$ cat config.mk
export PLATFORM = sky130hd
export DESIGN_NAME = audio_playback_ctrl
export DESIGN_NICKNAME = d
export VERILOG_FILES = /design/src/rtl/audio_playback_ctrl_pkg.sv /design/src/rtl/audio_playback_ctrl_sigma_delta_dac.sv /design/src/rtl/audio_playback_ctrl.sv
export SDC_FILE = /design/constraint.sdc
export NUM_CORES = 1
export LEC_CHECK = 0
export ABC_CLOCK_PERIOD_IN_PS = 6100
export CELL_PAD_IN_SITES_DETAIL_PLACEMENT = 1
export CELL_PAD_IN_SITES_GLOBAL_PLACEMENT = 1
export CORE_UTILIZATION = 26
export CTS_CLUSTER_DIAMETER = 30
export DETAILED_ROUTE_END_ITERATION = 6
export PLACE_DENSITY = 0.54
export SETUP_SLACK_MARGIN = 0.02
export SLEW_MARGIN = 20
export SYNTH_ARGS = -nofsm -noshare
export SYNTH_HDL_FRONTEND = slang
export SYNTH_SLANG_ARGS = --single-unit
$ cat constraint.sdc
create_clock -name clk -period 6.1 [get_ports clk]
set_input_delay 1.22 -clock clk [delete_from_list [all_inputs] [get_ports clk]]
set_output_delay 1.22 -clock clk [all_outputs]
set_load 0.03 [all_outputs]
$ cat src/rtl/audio_playback_ctrl_pkg.sv
// audio_playback_ctrl_pkg: shared state type and sample width for the playback controller
package audio_playback_ctrl_pkg;
  localparam int SAMPLE_W = 16;
  typedef enum logic [1:0] {IDLE, FETCH, CAPTURE, WAIT_TICK} play_state_t;
endpackage

$ cat src/rtl/audio_playback_ctrl_sigma_delta_dac.sv
// audio_playback_ctrl_sigma_delta_dac: first-order sigma-delta modulator for signed PCM
module audio_playback_ctrl_sigma_delta_dac
  import audio_playback_ctrl_pkg::*;
(
  input  logic                clk,
  input  logic                rst_n,
  input  logic [SAMPLE_W-1:0] sample_i,
  output logic                bit_o
);
  logic [SAMPLE_W-1:0] acc_q;
  logic [SAMPLE_W:0]   acc_d;
  // flipping the sign bit turns two's complement into offset binary
  always_comb acc_d = {1'b0, acc_q} + {1'b0, ~sample_i[SAMPLE_W-1], sample_i[SAMPLE_W-2:0]};
  always_ff @(posedge clk or negedge rst_n) begin
    if (!rst_n) begin
      acc_q <= '0;
      bit_o <= 1'b0;
    end else begin
      acc_q <= acc_d[SAMPLE_W-1:0];
      bit_o <= acc_d[SAMPLE_W];
    end
  end
endmodule

$ cat src/rtl/audio_playback_ctrl.sv
// audio_playback_ctrl: steps through a sample ROM once per tick and drives a sigma-delta pin
module audio_playback_ctrl
  import audio_playback_ctrl_pkg::*;
#(
  parameter int CLK_DIV      = 1134,
  parameter int SAMPLE_COUNT = 65536,
  parameter int ADDR_W       = 16
) (
  input  logic                clk,
  input  logic                rst_n,
  input  logic                start_i,
  input  logic                stop_i,
  input  logic                src_sel_i,
  input  logic                loop_en_i,
  output logic [ADDR_W-1:0]   rom_addr_o,
  input  logic [SAMPLE_W-1:0] rom_rd_plain_i,
  input  logic [SAMPLE_W-1:0] rom_rd_rev_i,
  output logic                busy_o,
  output logic [SAMPLE_W-1:0] sample_o,
  output logic                sample_valid_o,
  output logic                done_o,
  output logic                audio_out_o
);
  localparam int CNT_W = $clog2(CLK_DIV);
  localparam logic [CNT_W-1:0]  CNT_LAST = CNT_W'(CLK_DIV - 1);
  localparam logic [ADDR_W-1:0] IDX_LAST = ADDR_W'(SAMPLE_COUNT - 1);

  if (SAMPLE_COUNT > 2**ADDR_W) begin : g_bad_count
    $error("SAMPLE_COUNT does not fit in ADDR_W");
  end

  play_state_t         state_q;
  logic [CNT_W-1:0]    cnt_q;
  logic [ADDR_W-1:0]   idx_q;
  logic                src_q;
  logic [SAMPLE_W-1:0] sample_q;
  logic                valid_q;
  logic                done_q;

  // the tick counter free-runs from the FETCH cycle so the sample period is exactly CLK_DIV
  always_ff @(posedge clk or negedge rst_n) begin
    if (!rst_n) begin
      state_q  <= IDLE;
      cnt_q    <= '0;
      idx_q    <= '0;
      src_q    <= 1'b0;
      sample_q <= '0;
      valid_q  <= 1'b0;
      done_q   <= 1'b0;
    end else begin
      valid_q <= 1'b0;
      done_q  <= 1'b0;
      cnt_q   <= (cnt_q == CNT_LAST) ? '0 : cnt_q + 1'b1;
      if (stop_i) begin
        state_q  <= IDLE;
        cnt_q    <= '0;
        idx_q    <= '0;
        sample_q <= '0;
      end else begin
        case (state_q)
          IDLE: begin
            cnt_q <= '0;
            if (start_i) begin
              state_q <= FETCH;
              src_q   <= src_sel_i;
            end
          end
          FETCH: state_q <= CAPTURE;
          CAPTURE: begin
            state_q  <= WAIT_TICK;
            sample_q <= src_q ? rom_rd_rev_i : rom_rd_plain_i;
            valid_q  <= 1'b1;
          end
          WAIT_TICK: if (cnt_q == CNT_LAST) begin
            if (idx_q != IDX_LAST) begin
              idx_q   <= idx_q + 1'b1;
              state_q <= FETCH;
            end else if (loop_en_i) begin
              idx_q   <= '0;
              state_q <= FETCH;
            end else begin
              idx_q    <= '0;
              sample_q <= '0;
              done_q   <= 1'b1;
              state_q  <= IDLE;
            end
          end
          default: state_q <= IDLE;
        endcase
      end
    end
  end

  assign rom_addr_o     = idx_q;
  assign busy_o         = state_q != IDLE;
  assign sample_o       = sample_q;
  assign sample_valid_o = valid_q;
  assign done_o         = done_q;

  audio_playback_ctrl_sigma_delta_dac u_dac (
    .clk      (clk),
    .rst_n    (rst_n),
    .sample_i (sample_q),
    .bit_o    (audio_out_o)
  );
endmodule
Word-level counts from Yosys, hierarchy flattened. Index checks and enable logic that the tools add are counted.

Add/sub/neg operators: 3. Eq/ne operators: 9. Mux-type cells: 26. Bitwise logic cells: 2. Reductions and logical operators: 9.

Operator list (count): $mux W16 (9); $mux W11 (3); $pmux W16 S2 (1); $add A16 B16 Y17 (1); $add A16 B1 Y16 const B (1); $ne A16 B16 Y1 const B (1); $ne A3 B3 Y1 const B (4); $add A11 B1 Y11 const B (1); $eq A11 B11 Y1 const B (1); $mux W1 (9); $pmux W2 S4 (1); $mux W2 (3); $reduce_bool A2 Y1 (3); $eq A2 B2 Y1 const B (2); $reduce_and A2 Y1 (2); $reduce_and A4 Y1 (1); $reduce_and A3 Y1 (1); $reduce_bool A3 Y1 (1); $eq A2 B1 Y1 const B (1); $logic_not A2 Y1 (1); $not A1 Y1 (2).

Register bits: 65. Input bits: 38. Output and inout bits: 36. Logic and storage cells: 58.

Logic depth before layout (Yosys ltp). Gate-level depths: netlist (run 1).

Word-level depth: 5. Mapped depth: 9. Gate-level depth less buffers: 7.

By module. A second synthesis (run 1) with hierarchy kept.

Cells, all modules: 415. Area, all modules: 4110.2 µm².

Modules (own cells, without submodules): audio_playback_ctrl (instances 1, cells an instance 287, area each 2849.0 µm², sequential area each 1201.2 µm²); audio_playback_ctrl_sigma_delta_dac (instances 1, cells an instance 128, area each 1261.2 µm², sequential area each 425.4 µm²).

Worst setup path after synthesis (run 1). No wires, ideal clock.

Path type: in2reg. Start point: in stop_i. End point: reg sample_q[10] (netlist: sample_o[10]). Setup time: 0.125 ns. Arrival time: 2.262 ns. Data required time: 5.975 ns. Path slack: 3.713 ns. Cell stages on the path: 6. Buffers on the path: 2. Cell sequence: clkbuf_1 inv_1 nand2_1 buf_2 nor2_1 mux2_4.

Word-level cells in the longest chain between the ends: 2. Elaborated cells between the ends (all ways): 6. Classes of those cells: eq/ne (3); mux (1); reduce/logical (2).

Ends and longest elaborated chain: from (decl) (line audio_playback_ctrl.sv:12) `input logic stop_i,`; $ne A3 B3 Y1 (no line) or $reduce_bool A3 Y1 (tied branches); $reduce_and A4 Y1 (no line); to (signal assigned) (line audio_playback_ctrl.sv:71) `sample_q <= src_q ? rom_rd_rev_i : rom_rd_plain_i;`; to (decl) (line audio_playback_ctrl.sv:36) `logic [SAMPLE_W-1:0] sample_q;`.

Parallel ways exist; a longest one is shown, timed or not. A chain may end at the register's enable or synchronous reset.

Worst setup path after layout (run 1).
Start point: reg state_q[1]. End point: out busy_o.

Word-level cells in the longest chain between the ends: 1.

Ends and longest elaborated chain: from (decl) (line audio_playback_ctrl.sv:32) `play_state_t state_q;`; from (signal assigned) (line audio_playback_ctrl.sv:43) `state_q <= IDLE;`; from (signal assigned) (line audio_playback_ctrl.sv:55) `state_q <= IDLE;`; from (signal assigned) (line audio_playback_ctrl.sv:64) `state_q <= FETCH;`; $reduce_bool A2 Y1 (line audio_playback_ctrl.sv:95) `assign busy_o = state_q != IDLE;`; to (decl) (line audio_playback_ctrl.sv:18) `output logic busy_o,`.

Every way passes these cells.

==> impl_metrics.yaml, run 1 <==
status:
  status: "complete, but fails checks"
  violations: "DRC"
global_route:
  grt_pass1_vias: 3376
  grt_pass1_wl_mm: 17.7
  grt.total_usage_pct: 14.6
  antenna_found_initial: 0
  grt_max_degree: 66
  overflow: 0
routing:
  drtAntennaViolNets: 0
  vias: 3203
  drt-total-wl_mm: 10.6
  drtPass1Iterations: 7
  wl_per_cell_um: 16.4
  vias_per_cell: 4.95
  drt_iter0_drc: 125
  drc: 6
timing:
  whs_ns: 0.470
  setup_slack_ns: 3.05
  slew-limit-headroom_pct: 30.6
  finalMaxSlewViolations: 0
  tns_ns: 0
  setup_violations: 0
  finalHoldViolCount: 0
  fmax_mhz: 328
  finalCritPeriodShare_pct: 50.0
  rsz0062_at_grt: "no"
  worstMarginPinSlew_ns: 1.04
  finalClockSkew_ns: 0.00430
  period_minus_slack_ns: 3.05
clock_tree:
  ctsHoldBuffers: 0
  htree_levels: 3
  cts_sinks: 65
  cts_tree: "done"
  cts_resized: 0
  post_cts_buffers: 0
  clock_latency_ns: 0.34
  cts_root_buf: "clkbuf_16"
  clockBufferDepth: 2
  path_clk_slew_ns: 0.05
  cts_buffers: 9
die:
  rows: 44
  start_util_pct: 26.9
  floorplan.io_pins: 74
  dieArea_um2: 15700
  fp.dieW_um: 125
  die_h_um: 125
  core-area_um2: 14700
power_and_ir_drop:
  intPower_uw: 1380
  p_per_area_nw_per_um2: 445
  swShare_pct: 39.4
  power.leakage_uw: 0.00227
  ir_worst_vdd_v: 0.000158
  pwr-share-seq_pct: 28.9
  pwr-share-comb_pct: 48.7
  p_clk_share_pct: 22.4
  switching_power_uw: 900
critical_path:
  crit_top_cell: "inv_1"
  slowest_stage: "clkdlybuf4s50_1"
  arrival_ns: 1.83
  critPathKind: "reg2out"
  slowest_delay_ns: 0.67
  required_ns: 4.88
  end_kind: "output port"
  ff2ff_setup_slack_ns: 3.76
  worstSetupStartpointType: "flip-flop"
  crit_chain: "inv_1 > ha_1 > inv_1 > clkdlybuf4s50_1"
  cp_max_fo: 5
logic_synthesis:
  ys.flop_type: "dfrtp_1"
  synth_edf_count: 0
  synth_nets: 450
  ys_types: 61
  netlist_area_um2: 3960
  ys_async_sr_fraction_pct: 100
  avgSynthCellArea_um2: 10.2
  ys_ff_latch: 65
  synth_cells: 388
  ys_warn_count: 0
  ys_seq_area_share_pct: 41.1
layout:
  final_common_cell: "clkdlybuf4s50_1"
  syn_to_final_growth_pct: 29.8
  drive_above_1_share_pct: 10.2
  antenna_cells: 0
  post-route-util_pct: 34.9
  mostFrequentLayoutCells: "clkdlybuf4s50_1, dfrtp_1, nor2_1"
  nets: 520
placement:
  portBuffers: 73
  pre_cts_slack_ns: 2.91
  gp_congestion: 0.767
  dpl.hpwl_mm: 7.95
flow_run:
  maxCapViolations: 0
hold_path:
  hold_class: "reg2reg"
## power groups by stage
stage	logic, µW	registers [µW]	clock network (µW)
6_report	1110	661	511
5_1_grt	1230	680	547
3_3_place_gp	1090	669	0
2_1_floorplan	755	699	0
4_1_cts	1120	667	531
3_5_place_dp	1110	674	0
## per-stage QoR
| step | cell area [µm²] | std cells | power (µW) |
|---|---|---|---|
| 2_1_floorplan | 3960 | 388 | 1450 |
| 5_1_grt | 5130 | 647 | 2460 |
| 6_report | 5130 | 647 | 2280 |
| 3_3_place_gp | 4840 | 631 | 1760 |
| 4_1_cts | 5130 | 647 | 2320 |
| 3_5_place_dp | 4840 | 631 | 1780 |
## critical path: cells and delay by family, from the launching register on
kind,cells,cell delay [ns]
fa+ha+maj,1,0.23
buf+inv,3,0.85
flops,1,0.41
## sequential cells by signal (all words and copies together), names as in the netlist
name,cells
cnt_q,11
done_o,1
rom_addr_o,16
sample_o,16
sample_valid_o,1
src_q,1
state_q,2
u_dac.acc_q,16
u_dac.bit_o,1
## metal layers
| metal | wire, µm | GRT usage (%) | part of all wire, % |
|---|---|---|---|
| met2 | 4810 | 22.6 | 45 |
| met1 | 5150 | 19.4 | 49 |
| met4 | 237 | 7.53 | 2.2 |
| met5 | 0 | 0 | 0 |
| met3 | 398 | 2.91 | 3.8 |
## worst paths after layout
path                                           from  depth (start not counted)                        end
max in group asynchronous                     rst_n                          2   u_dac.acc_q[8]$_DFF_PN0_
setup reg to reg            sample_o[0]$_DFFE_PN0P_                          7  u_dac.acc_q[10]$_DFF_PN0_
min in group asynchronous                     rst_n                          2         cnt_q[5]$_DFF_PN0_
setup / recovery             state_q[1]$_DFFE_PN0P_                          4                     busy_o
hold / removal             u_dac.acc_q[0]$_DFF_PN0_                          1   u_dac.acc_q[0]$_DFF_PN0_
hold reg to reg            u_dac.acc_q[0]$_DFF_PN0_                          1   u_dac.acc_q[0]$_DFF_PN0_
## cell families after synthesis
kind of cell	synth area share, %
flip-flops	41.1
adder cells (fa/ha/maj)	7.78
XOR/XNOR	5.76
AND/OR/NAND/NOR	20.2
multiplexers	9.97
buffers and inverters	3.26
AO/OA/AOI/OAI	11.9
## synthesized netlist by cell type (3+ instances only)
master    number  area (µm²)
nand4_1       13        81.3
nor3_1         8        40.0
nand3_1       12        60.1
clkbuf_1       9        33.8
nor2_1        50         188
a21oi_1       14        70.1
nor4_1         4        25.0
xnor2_1       10        87.6
mux2_4         9         135
ha_1          23         288
mux2i_1       18         180
xor2_1        16         140
a211oi_1       5        37.5
o31ai_1        3        22.5
nor2b_1        4        25.0
and3_1         7        43.8
dfrtp_1       65        1630
mux2_2         7        78.8
o21ai_0       11        55.1
o211ai_1       4        30.0
and4_1         3        26.3
inv_1         12        45.0
and2_1         4        25.0
a21o_1         5        37.5
nand2_1       19        71.3
o21a_1         3        22.5
or4_1          3        22.5
buf_2          6        30.0
## area by class of cell
class,count,area [µm²]
inverter,12,45.0
fill,1650,9570
tap,184,230
timing repair buffer,75,741
clock inverter,3,40.0
clock buffer,13,250
sequential,65,1630
multi-input combinational,295,2200
Note: power is estimated with default switching activity, not from simulation.
==> run 2: changes to the inputs <==
Settings changed: ABC_CLOCK_PERIOD_IN_PS 6100 to 2500, PLACE_DENSITY 0.54 to 0.56.
Clock period 6.1 ns to 2.5 ns, I/O delays scaled along.
==> run 2 against run 1 <==
Against the previous run: the flow still finishes with violations (DRC); critical endpoint unchanged; sequential share of layout area decreased by 0.55 points; final cell count rose by 1.4%; total power rose by 140%; critical path type unchanged; sequential cell count did not move.
==> impl_metrics.yaml, run 2 (synthesis results as in run 1) <==
power_and_ir_drop:
  pwr-share-seq_pct: 27.8
  intPower_uw: 3390
  switching_power_uw: 2200
  ir_worst_vdd_v: 0.000415
  swShare_pct: 39.4
  p_clk_share_pct: 22.2
  power.total_uw: 5590
  power.leakage_uw: 0.00233
  p_per_area_nw_per_um2: 1070
  pwr-share-comb_pct: 50.0
placement:
  gp_congestion: 0.774
  portBuffers: 73
  dpl.hpwl_mm: 8.08
  dpl-instance-area_um2: 4920
  pre_cts_slack_ns: 0.176
global_route:
  grt_max_degree: 31
  overflow: 0
  grt.total_usage_pct: 14.7
  grt_pass1_wl_mm: 18.0
  antenna_found_initial: 0
  grt_pass1_vias: 3478
critical_path:
  ff2ff_setup_slack_ns: 0.30
  worstSetupStartpointType: "flip-flop"
  end_kind: "output port"
  required_ns: 2.00
  critPathKind: "reg2out"
  cp_max_fo: 4
  arrival_ns: 1.81
clock_tree:
  cts_root_buf: "clkbuf_16"
  post_cts_buffers: 0
  clockBufferDepth: 2
  cts_buffers: 9
  path_clk_slew_ns: 0.05
  htree_levels: 3
  cts_tree: "done"
  cts_sinks: 65
  ctsHoldBuffers: 0
  clock_latency_ns: 0.33
routing:
  drt-total-wl_mm: 10.7
  drc: 6
  vias: 3260
  drt_iter0_drc: 129
  drtPass1Iterations: 6
  wl_per_cell_um: 16.3
  vias_per_cell: 4.97
  drtAntennaViolNets: 0
timing:
  whs_ns: 0.226
  setup_slack_ns: 0.193
  worstMarginPinSlew_ns: 0.737
  finalHoldViolCount: 0
  rsz0062_at_grt: "no"
  finalMaxSlewViolations: 0
  fmax_mhz: 434
  tns_ns: 0
  period_minus_slack_ns: 2.31
  setup_violations: 0
  finalCritPeriodShare_pct: 92.3
  slew-limit-headroom_pct: 50.9
  finalClockSkew_ns: 0.00495
die:
  rows: 44
  die_h_um: 125
  fp.dieW_um: 125
  floorplan.io_pins: 74
  start_util_pct: 26.9
  dieArea_um2: 15700
  core-area_um2: 14700
layout:
  mostFrequentLayoutCells: "clkdlybuf4s50_1, dfrtp_1, nor2_1"
  drive_above_1_share_pct: 12.5
  syn_to_final_growth_pct: 32.0
  final_common_cell: "clkdlybuf4s50_1"
  final_area_um2: 5220
  antenna_cells: 0
  nets: 529
flow_run:
  maxCapViolations: 0
status:
  violations: "DRC"
  status: "complete, but fails checks"
hold_path:
  hold_class: "in2async"
-- run 2: cell count changes in the layout (fill, tap and decap cells not counted) --
cell / delta
nor4b_2: +1
bufinv_16: -1
nor4b_1: -1
buf_4: +8
buf_12: +1
clkbuf_8: +3
clkbuf_1: -2
-- run 2: stage by stage --
stage | instances | util [%]
detailed placement | 640 | 33.5
finish | 656 | 35.5
global route | 656 | 35.5
global placement | 640 | 33.5
floorplan | 388 | -
CTS | 656 | 35.5
-- run 2: critical path: stages, from the launching register on --
cell and delay (ns):
dfrtp_1 0.37, inv_1 0.10, ha_1 0.27, inv_1 0.07
clkdlybuf4s50_1 0.66
-- run 2: layout make-up --
type	instances	area [µm²]
Inverter	12	45.0
Clock inverter	2	10.0
Tap cell	184	230
Clock buffer	14	284
Sequential cell	65	1630
Fill cell	1658	9480
Timing Repair Buffer	84	821
Multi-Input combinational cell	295	2210
-- run 2: final timing paths --
kind	from	to	cells after the start
max	state_q[0]$_DFFE_PN0P_	busy_o	4
min	rst_n	cnt_q[4]$_DFF_PN0_	1
max reg2reg	sample_o[0]$_DFFE_PN0P_	u_dac.acc_q[10]$_DFF_PN0_	7
min reg2reg	u_dac.acc_q[0]$_DFF_PN0_	u_dac.acc_q[0]$_DFF_PN0_	1
max in group asynchronous	rst_n	sample_o[1]$_DFFE_PN0P_	2
min in group clk	u_dac.acc_q[0]$_DFF_PN0_	u_dac.acc_q[0]$_DFF_PN0_	1
-- run 2: power groups by stage --
| stage | logic (µW) | clock network, µW | registers (µW) |
|---|---|---|---|
| final | 2790 | 1240 | 1560 |
| after global routing | 3120 | 1320 | 1600 |
| after CTS | 2820 | 1280 | 1570 |
| after detailed placement | 2820 | 0 | 1580 |
| after global placement | 2750 | 0 | 1570 |
| after floorplan | 1840 | 0 | 1710 |
-- run 2: timing repair --
| action | in CTS | in global routing |
|---|---|---|
| endpoints found under the hold margin | 0 | 0 |
| gates resized for setup | 0 | 1 |
| endpoints found under the setup margin | 0 | 2 |
-- run 2: layer usage --
layer / GRT usage [%] / wire length (µm) / vias to the layer above
met5: 0 / 0 / -
met4: 5.16 / 142 / 0
met3: 3.47 / 529 / 10
met2: 23.6 / 4840 / 72
met1: 19.4 / 5210 / 1608
li1: - / - / 1570
==> run 3: changes to the inputs <==
Settings changed: CAP_MARGIN set to 20.
==> results of run 3 <==
The final DEF is identical to that of run 2; final timing and power are the same.
